[src/rtl/shr_chain_ctrl_if.sv]
// rtl/shr_chain_ctrl_if.sv - request/status and chain-pin bundle for shr_chain_ctrl
// SHR_CTRL_READBACK_EN adds the SHR_DOUT tail input and the readback image.
interface shr_chain_ctrl_if #(
  parameter int CHAIN_LEN = 1024
);
  logic                 start;
  logic                 clear;
  logic                 fill_ones;
  logic [CHAIN_LEN-1:0] data;
  logic                 busy;
  logic                 done;
  logic                 SHR_CLK;
  logic                 SHR_DATA;
  logic                 SHR_LATCH;
`ifdef SHR_CTRL_READBACK_EN
  logic                 SHR_DOUT;
  logic [CHAIN_LEN-1:0] readback;

  modport master (
    output start, clear, fill_ones, data, SHR_DOUT,
    input  busy, done, SHR_CLK, SHR_DATA, SHR_LATCH, readback
  );
  modport slave (
    input  start, clear, fill_ones, data, SHR_DOUT,
    output busy, done, SHR_CLK, SHR_DATA, SHR_LATCH, readback
  );
`else
  modport master (
    output start, clear, fill_ones, data,
    input  busy, done, SHR_CLK, SHR_DATA, SHR_LATCH
  );
  modport slave (
    input  start, clear, fill_ones, data,
    output busy, done, SHR_CLK, SHR_DATA, SHR_LATCH
  );
`endif
endinterface

[src/rtl/shr_chain_ctrl.sv]
// rtl/shr_chain_ctrl.sv - serially loads an image MSB-first into an external shift-register chain
// Optional chain readback is enabled by defining SHR_CTRL_READBACK_EN.
module shr_chain_ctrl #(
  parameter int CHAIN_LEN = 1024,
  parameter int CLK_DIV   = 25
) (
  input logic             CLOCK_50,
  input logic             RESET,
  shr_chain_ctrl_if.slave bus
);
  localparam int DIV_W = $clog2(CLK_DIV) + 1;
  localparam int CNT_W = $clog2(CHAIN_LEN);

  typedef enum logic [2:0] {S_IDLE, S_SETUP, S_HIGH, S_LATCH, S_DONE} state_t;

  state_t               state_q, state_d;
  logic [DIV_W-1:0]     div_q, div_d;
  logic [CNT_W-1:0]     bitcnt_q, bitcnt_d;
  logic [CHAIN_LEN-1:0] shreg_q, shreg_d;
  logic                 busy_q, done_q, shr_clk_q, shr_data_q, shr_latch_q;
  logic                 div_last;

  assign div_last = (div_q == DIV_W'(CLK_DIV - 1));

  always_comb begin
    state_d  = state_q;
    div_d    = div_q;
    bitcnt_d = bitcnt_q;
    shreg_d  = shreg_q;
    case (state_q)
      S_IDLE: begin
        if (bus.clear || bus.fill_ones || bus.start) begin
          if (bus.clear)          shreg_d = '0;
          else if (bus.fill_ones) shreg_d = '1;
          else                    shreg_d = bus.data;
          bitcnt_d = CNT_W'(CHAIN_LEN - 1);
          div_d    = '0;
          state_d  = S_SETUP;
        end
      end
      S_SETUP: begin
        if (div_last) begin
          div_d   = '0;
          state_d = S_HIGH;
        end else begin
          div_d = div_q + DIV_W'(1);
        end
      end
      S_HIGH: begin
        if (div_last) begin
          div_d = '0;
          if (bitcnt_q == '0) begin
            state_d = S_LATCH;
          end else begin
            shreg_d  = {shreg_q[CHAIN_LEN-2:0], 1'b0};
            bitcnt_d = bitcnt_q - CNT_W'(1);
            state_d  = S_SETUP;
          end
        end else begin
          div_d = div_q + DIV_W'(1);
        end
      end
      S_LATCH: begin
        if (div_last) begin
          div_d   = '0;
          state_d = S_DONE;
        end else begin
          div_d = div_q + DIV_W'(1);
        end
      end
      S_DONE:  state_d = S_IDLE;
      default: state_d = S_IDLE;
    endcase
  end

  // Outputs are decoded from the next state so every pin is a flop aligned with the state register.
  always_ff @(posedge CLOCK_50) begin
    if (RESET) begin
      state_q     <= S_IDLE;
      div_q       <= '0;
      bitcnt_q    <= '0;
      shreg_q     <= '0;
      busy_q      <= 1'b0;
      done_q      <= 1'b0;
      shr_clk_q   <= 1'b0;
      shr_data_q  <= 1'b0;
      shr_latch_q <= 1'b0;
    end else begin
      state_q     <= state_d;
      div_q       <= div_d;
      bitcnt_q    <= bitcnt_d;
      shreg_q     <= shreg_d;
      busy_q      <= (state_d != S_IDLE);
      done_q      <= (state_d == S_DONE);
      shr_clk_q   <= (state_d == S_HIGH);
      shr_latch_q <= (state_d == S_LATCH);
      shr_data_q  <= ((state_d == S_SETUP) || (state_d == S_HIGH)) ? shreg_d[CHAIN_LEN-1] : 1'b0;
    end
  end

  assign bus.busy      = busy_q;
  assign bus.done      = done_q;
  assign bus.SHR_CLK   = shr_clk_q;
  assign bus.SHR_DATA  = shr_data_q;
  assign bus.SHR_LATCH = shr_latch_q;

`ifdef SHR_CTRL_READBACK_EN
  logic [CHAIN_LEN-1:0] readback_q;

  // The chain tail is captured as SHR_CLK rises, before the chain itself has shifted.
  always_ff @(posedge CLOCK_50) begin
    if (RESET) begin
      readback_q <= '0;
    end else if ((state_q == S_SETUP) && (state_d == S_HIGH)) begin
      readback_q <= {readback_q[CHAIN_LEN-2:0], bus.SHR_DOUT};
    end
  end

  assign bus.readback = readback_q;
`endif
endmodule

[src/flat_wrapper.sv]
// flat-port wrapper written by rule: the top's interface ports become plain ports
module shr_chain_ctrl_flat 
#(
  parameter int CHAIN_LEN = 1024,
  parameter int CLK_DIV   = 25
)
  (CLOCK_50, RESET, bus_start, bus_clear, bus_fill_ones, bus_data, bus_busy, bus_done, bus_SHR_CLK, bus_SHR_DATA, bus_SHR_LATCH);
  shr_chain_ctrl_if #(.CHAIN_LEN(CHAIN_LEN)) bus_i ();
  input logic CLOCK_50;
  input logic RESET;
  input wire logic [$bits(bus_i.start)-1:0] bus_start;
  input wire logic [$bits(bus_i.clear)-1:0] bus_clear;
  input wire logic [$bits(bus_i.fill_ones)-1:0] bus_fill_ones;
  input wire logic [$bits(bus_i.data)-1:0] bus_data;
  output wire logic [$bits(bus_i.busy)-1:0] bus_busy;
  output wire logic [$bits(bus_i.done)-1:0] bus_done;
  output wire logic [$bits(bus_i.SHR_CLK)-1:0] bus_SHR_CLK;
  output wire logic [$bits(bus_i.SHR_DATA)-1:0] bus_SHR_DATA;
  output wire logic [$bits(bus_i.SHR_LATCH)-1:0] bus_SHR_LATCH;
  assign bus_i.start = bus_start;
  assign bus_i.clear = bus_clear;
  assign bus_i.fill_ones = bus_fill_ones;
  assign bus_i.data = bus_data;
  assign bus_busy = bus_i.busy;
  assign bus_done = bus_i.done;
  assign bus_SHR_CLK = bus_i.SHR_CLK;
  assign bus_SHR_DATA = bus_i.SHR_DATA;
  assign bus_SHR_LATCH = bus_i.SHR_LATCH;
  shr_chain_ctrl #(.CHAIN_LEN(CHAIN_LEN), .CLK_DIV(CLK_DIV)) u_core (.CLOCK_50(CLOCK_50), .RESET(RESET), .bus(bus_i));
endmodule
[config.mk]
export PLATFORM = sky130hd
export DESIGN_NAME = shr_chain_ctrl_flat
export DESIGN_NICKNAME = d
export VERILOG_FILES = /design/src/rtl/shr_chain_ctrl_if.sv /design/src/rtl/shr_chain_ctrl.sv /design/src/flat_wrapper.sv
export SDC_FILE = /design/constraint.sdc
export NUM_CORES = 2
export LEC_CHECK = 0
export BUFFER_PORTS_ARGS = -buffer_cell sky130_fd_sc_hd__buf_2
export CORE_AREA = 5 5 396 398
export CTS_BUF_LIST = sky130_fd_sc_hd__clkbuf_4 sky130_fd_sc_hd__clkbuf_8
export CTS_CLUSTER_DIAMETER = 50
export DETAILED_ROUTE_END_ITERATION = 7
export DIE_AREA = 0 0 401 403
export REMOVE_ABC_BUFFERS = 1
export SETUP_SLACK_MARGIN = 0.5
export SYNTH_ARGS = -nofsm -noshare
export SYNTH_HDL_FRONTEND = slang
export SYNTH_SLANG_ARGS = --single-unit
[constraint.sdc]
create_clock -name CLOCK_50 -period 5.2 [get_ports CLOCK_50]
set_input_delay 1.56 -clock CLOCK_50 [delete_from_list [all_inputs] [get_ports CLOCK_50]]
set_output_delay 1.56 -clock CLOCK_50 [all_outputs]
set_load 0.01 [all_outputs]
# --- Word level (Yosys, flattened, before mapping) ---
# Cells that the tools add are included.
word_totals:
  reg_bits: 1048
  input_bits: 1029
  out_inout_bits: 5
  word_cells: 55
op_classes:
  addsub: 2
  eq_ne: 11
  mux: 19
  bitwise_logic: 1
  reduce_logical: 12
ops:
  columns: ["op", "n"]
  rows:
  - ["$mux W1024", 5]
  - ["$pmux W1024 S2", 1]
  - ["$mux W10", 3]
  - ["$pmux W10 S2", 1]
  - ["$eq A3 B2 Y1 const B", 4]
  - ["$mux W3", 4]
  - ["$mux W6", 2]
  - ["$pmux W3 S4", 1]
  - ["$pmux W6 S2", 1]
  - ["$logic_not A10 Y1", 1]
  - ["$sub A10 B1 Y10 const B", 1]
  - ["$add A6 B1 Y6 const B", 1]
  - ["$eq A3 B1 Y1 const B", 2]
  - ["$eq A6 B5 Y1 const B", 1]
  - ["$ne A2 B1 Y1 const B", 2]
  - ["$reduce_and A4 Y1", 1]
  - ["$reduce_bool A2 Y1", 2]
  - ["$eq A3 B3 Y1 const B", 1]
  - ["$logic_not A3 Y1", 1]
  - ["$logic_or A1 B1 Y1", 3]
  - ["$reduce_bool A3 Y1", 1]
  - ["$reduce_or A3 Y1", 1]
  - ["$mux W2", 1]
  - ["$ne A2 B2 Y1 const B", 1]
  - ["other kinds (3)", 3]

# --- Longest topological paths before layout ---
logic_depth:
  depth_word: 8
  depth_mapped: 10
  ltp_nobuf: 7

# --- Least setup slack after synthesis ---
# Ideal clock, no wire load.
synth_timing:
  kind: "input -> register"
  from: "input port bus_fill_ones"
  to: "register u_core.shreg_q[100]"
  setup_time_ns: 0.138
  t_arrival_ns: 2.999
  required_ns: 5.062
  slack_ns: 2.064
  stages: 7
  n_path_buf: 3
  cell_sequence: "clkbuf_1 -> nor3_1 -> or2_2 -> nand2_2 -> clkbuf_1 -> clkbuf_1 -> o221ai_1"
synth_between:
  elab_chain_cells: 4
  word_cells_on_any_way: 8
  cone_classes: "1 x eq/ne; 4 x mux; 3 x reduce/logical"
synth_rtl:
  columns: ["element", "line_no", "rtl"]
  rows:
  - ["start: declaration", "flat_wrapper.sv:13", "input wire logic [$bits(bus_i.fill_ones)-1:0] bus_fill_ones;"]
  - ["$mux W1024 / $logic_or A1 B1 Y1 (equally long branches)", "shr_chain_ctrl.sv:34, shr_chain_ctrl.sv:32", null]
  - ["$mux W1024 / $logic_or A1 B1 Y1 (equally long branches)", "shr_chain_ctrl.sv:33, shr_chain_ctrl.sv:32", null]
  - ["$mux W1024 / $ne A2 B1 Y1 (equally long branches)", null, null]
  - ["$pmux W1024 S2 / $reduce_and A4 Y1 (equally long branches)", null, null]
  - ["end signal: assignment", "shr_chain_ctrl.sv:92", "shreg_q <= shreg_d;"]
  - ["end: declaration", "shr_chain_ctrl.sv:19", "logic [CHAIN_LEN-1:0] shreg_q, shreg_d;"]
# Parallel ways exist; a longest one is shown, timed or not. The select of a mux whose other input is x is not followed.
# A chain may end at the register's enable or synchronous reset.

# --- Worst setup path in the final report ---
layout_timing:
  from: "register u_core.bitcnt_q[0]"
  to: "register u_core.shreg_q[411]"
layout_between:
  elab_chain_cells: 3
layout_rtl:
  columns: ["element", "line_no", "rtl"]
  rows:
  - ["start: declaration", "shr_chain_ctrl.sv:18", "logic [CNT_W-1:0] bitcnt_q, bitcnt_d;"]
  - ["start signal: assignment", "shr_chain_ctrl.sv:91", "bitcnt_q <= bitcnt_d;"]
  - ["$logic_not A10 Y1", "shr_chain_ctrl.sv:52", "if (bitcnt_q == '0) begin"]
  - ["$ne A2 B2 Y1 (no line)", null, null]
  - ["$reduce_and A4 Y1 (no line)", null, null]
# No other way between the ends.

==> metrics.txt <==
Post-Syn Area=44600 µm²; Worst Skew=around 0.052 ns; Total Routing Usage GR=18.2%; Fillers=15700; highest routed layer=met5; met3 WL=roughly 10000 µm; crit path to=u_core.shreg_q[411]$_SDFFE_PP0P_; area leader, netlist=dfxtp_1; Lkg Pwr=approximately 0.019 µW; antenna viol nets, final=0; FMAX=roughly 270 MHz; proportion of layout cells with a drive suffix above 1=approximately a quarter; CTS HTree Levels=4; IR drop worst, VDD=about 0.00023 V; critical path type=reg2reg; vias in the first global route=40400; Worst EP required=between 5 and 6 ns; Post-Synth XOR/XNOR Area=less than 1%; drt pass-1 iters=6; Top cell by count, worst path=buf_12; slowest stage delay, CP=approximately 0.62 ns; Layout Nets=approximately 6600; terminus of the critical flop-to-flop path=u_core.shreg_q[411]$_SDFFE_PP0P_; Vias=between 40000 and 50000; top-count cell post-synth=dfxtp_1; starting DRC count in detailed routing=3943; Reg clk slew, reported paths=around 0.060 ns; adder-cell share of the synthesized area=less than 1%; area growth from synthesis to layout=23.0%; hold slack=0.484 ns; metal2 WL=74300 µm; hpwl dp=between 100000 and 150000 µm; flops & latches, synth=approximately 1000; Synth async-reset ratio=0%; global placer's final weighted congestion=~0.85; cells along the critical path=inv_1 > ha_1 > or4b_1 > o311ai_4 > buf_12 > buf_12 > o221ai_1; M1 WL=about 67000 µm; min cycle time layout=about 3.8 ns; max-cap viol count=0; CTS buffer count=about 180; first-pass GRT wire length=between 200000 and 250000 µm; Post-CTS Setup Inserts=0; Avg Cell Area, Syn=9.27 µm²; Finish-stage setup viols=0; slowest CP cell=or4b_1; Clock Root Buffer=clkbuf_8; Seq/Total Area, Yosys=47.1%; RSZ-0062 raised after global routing=no; Setup TNS Final=0 ns; Die Height=a little over 400 µm; critical path launch point=u_core.bitcnt_q[0]$_SDFFE_PP0P_; number of antenna violations at the first check in global routing=22; Critical Path AT=~4.4 ns; mean routed wirelength per cell=around 20 µm; DRC=0; Slew Viols, Final=0; clock sink count=1048; DIE WIDTH=~400 µm; global route total overflow=0; CTS Buffer Depth=3; Final Hold Fails=0; post-CTS resize count=0; I/O Buffers=1033; Initial Util=between 20% and 30%; Worst R2R Setup Slack=roughly 1.4 ns; worst r2r src=u_core.bitcnt_q[0]$_SDFFE_PP0P_; Gate Count Post-Synth=4806; R2R depth=7; TritonCTS clock tree=built; mux cell area share after synthesis=less than 1%; yosys warns=0; most common library cells after synthesis=dfxtp_1 (1048), o21ai_0 (1029), nand2b_1 (1024); Yosys top cell area share=~47%; Post-synth EDFFs=0; Synth area leaders=dfxtp_1 (47%), o221ai_1 (20%), nand2b_1 (14%), o21ai_0 (12%), clkbuf_1 (3.4%); worst hold path class=reg2reg; Tcrit/Tclk final=about 72%; Clock Latency Late Sink=between 0.8 and 0.9 ns; worst slew pin tran=approximately 1.4 ns; pwr/cell area=341 nW/µm²; largest net degree at the start of global routing=~240; # IOs=around 1000; largest family of logic cells by synthesized area=compound AO/OA/AOI/OAI gates; die area=162000 µm²; routed vias/inst=between 5 and 6; status=completed; crit start category=flop; Core ar.=approximately 150000 µm²; hold buffers post-CTS=0; simple-gate share of the synthesized area=between 10% and 20%; post-synthesis cell type count=43; crit path max fanout=~220; Crit. End Element=flop; relative max-transition margin=under 10%; row count=approximately 140; Total Wirelength=around 160000 µm; Synth Area in Compound Gates=about a third; ys flop type=dfxtp_1
## through the flow
step           instance area (µm²)  setup WS [ns]  utilization, %  total power [µW]  std cells
2_1_floorplan                42200         -53.57               -             10100       4229
3_3_place_gp                 50900           1.09            33.3             10800       7385
3_5_place_dp                 50900           1.06            33.3             10900       7385
4_1_cts                      54800           1.65            35.8             18900       7702
5_1_grt                      54800           1.35            35.8             19500       7716
6_report                     54800           1.44            35.8             18700       7718
## final cells by class
cell class | instances | area, µm² | area share, %
Antenna cell | 16 | 40.0 | 0.0730
Multi-Input combinational cell | 3171 | 21200 | 38.7
Clock inverter | 28 | 309 | 0.564
Clock buffer | 289 | 3590 | 6.55
Sequential cell | 1048 | 21000 | 38.3
Tap cell | 2044 | 2560 | 4.67
Inverter | 10 | 37.5 | 0.0685
Timing Repair Buffer | 1112 | 6110 | 11.1
## how the worst min path moves through the flow
| stage | from | endpoint | slack, ns | cells past startpoint |
|---|---|---|---|---|
| after global routing | u_core.shreg_q[1023]$_SDFF_PP0_ | u_core.bus.SHR_DATA$_SDFF_PP0_ | 0.51 | 2 |
| final | u_core.shreg_q[1023]$_SDFF_PP0_ | u_core.bus.SHR_DATA$_SDFF_PP0_ | 0.48 | 2 |
| after floorplan | u_core.shreg_q[0]$_SDFFE_PP0P_ | u_core.shreg_q[0]$_SDFFE_PP0P_ | 0.45 | 2 |
| after CTS | u_core.shreg_q[572]$_SDFFE_PP0P_ | u_core.shreg_q[573]$_SDFFE_PP0P_ | 0.49 | 2 |
| after global placement | u_core.shreg_q[0]$_SDFFE_PP0P_ | u_core.shreg_q[0]$_SDFFE_PP0P_ | 0.47 | 2 |
| after detailed placement | u_core.shreg_q[1023]$_SDFF_PP0_ | u_core.bus.SHR_DATA$_SDFF_PP0_ | 0.48 | 2 |
## placed cells by master (no fill, tap or decap), drive strengths merged, types with 2 or more instances in the layout
cell type,Yosys,final
nor4b,2,2
ha,3,3
a31oi,7,7
xnor2,2,2
o21a,2,2
nor4,5,5
nand2,6,6
clkbuf,407,289
inv,10,13
a21oi,8,8
or3,9,9
clkinv,0,16
bufinv,0,3
nor3,5,5
or4,4,4
or2,2,2
a21o,2,2
nor2,9,9
o221ai,1022,1022
nand3,5,5
clkinvlp,0,6
o311ai,2,2
o31ai,5,5
dfxtp,1048,1048
and4bb,2,2
o21ai,1030,1030
a211oi,2,2
diode,0,16
buf,170,1112
nand2b,1024,1024
## cell families after synthesis
group           after synthesis
fa+ha+maj                     3
buf+inv                     587
simple gates               1076
compound gates             2089
flops                      1048
xor+xnor                      2
mux                           1
## critical path, delay by kind of cell (launching register included)
kind            cells  cell delay (ns)
compound gates      2             0.81
simple gates        1             0.62
buf+inv             3             0.89
fa+ha+maj           1             0.19
flops               1             0.32
## metal layers
layer  vias up  GRT usage [%]
met3       274           4.04
met2      1539           29.5
met1     20100           23.6
met4        16           7.07
met5         -              0
li1      19800              -
## power by group
group          internal, µW  switching (µW)  total (µW)  leakage [µW]
Combinational           836            1200        2040       0.00882
Clock                  4520            3440        7960       0.00205
Sequential             8550             135        8680       0.00860
## registers in the layout, summed over array words and instances (netlist names)
| register | count |
|---|---|
| u_core.state_q | 3 |
| u_core.bus.SHR_CLK | 1 |
| u_core.div_q | 6 |
| u_core.bitcnt_q | 10 |
| u_core.bus.SHR_LATCH | 1 |
| u_core.bus.done | 1 |
| u_core.bus.busy | 1 |
| u_core.bus.SHR_DATA | 1 |
| u_core.shreg_q | 1024 |
Power figures use the tool's default switching activity.
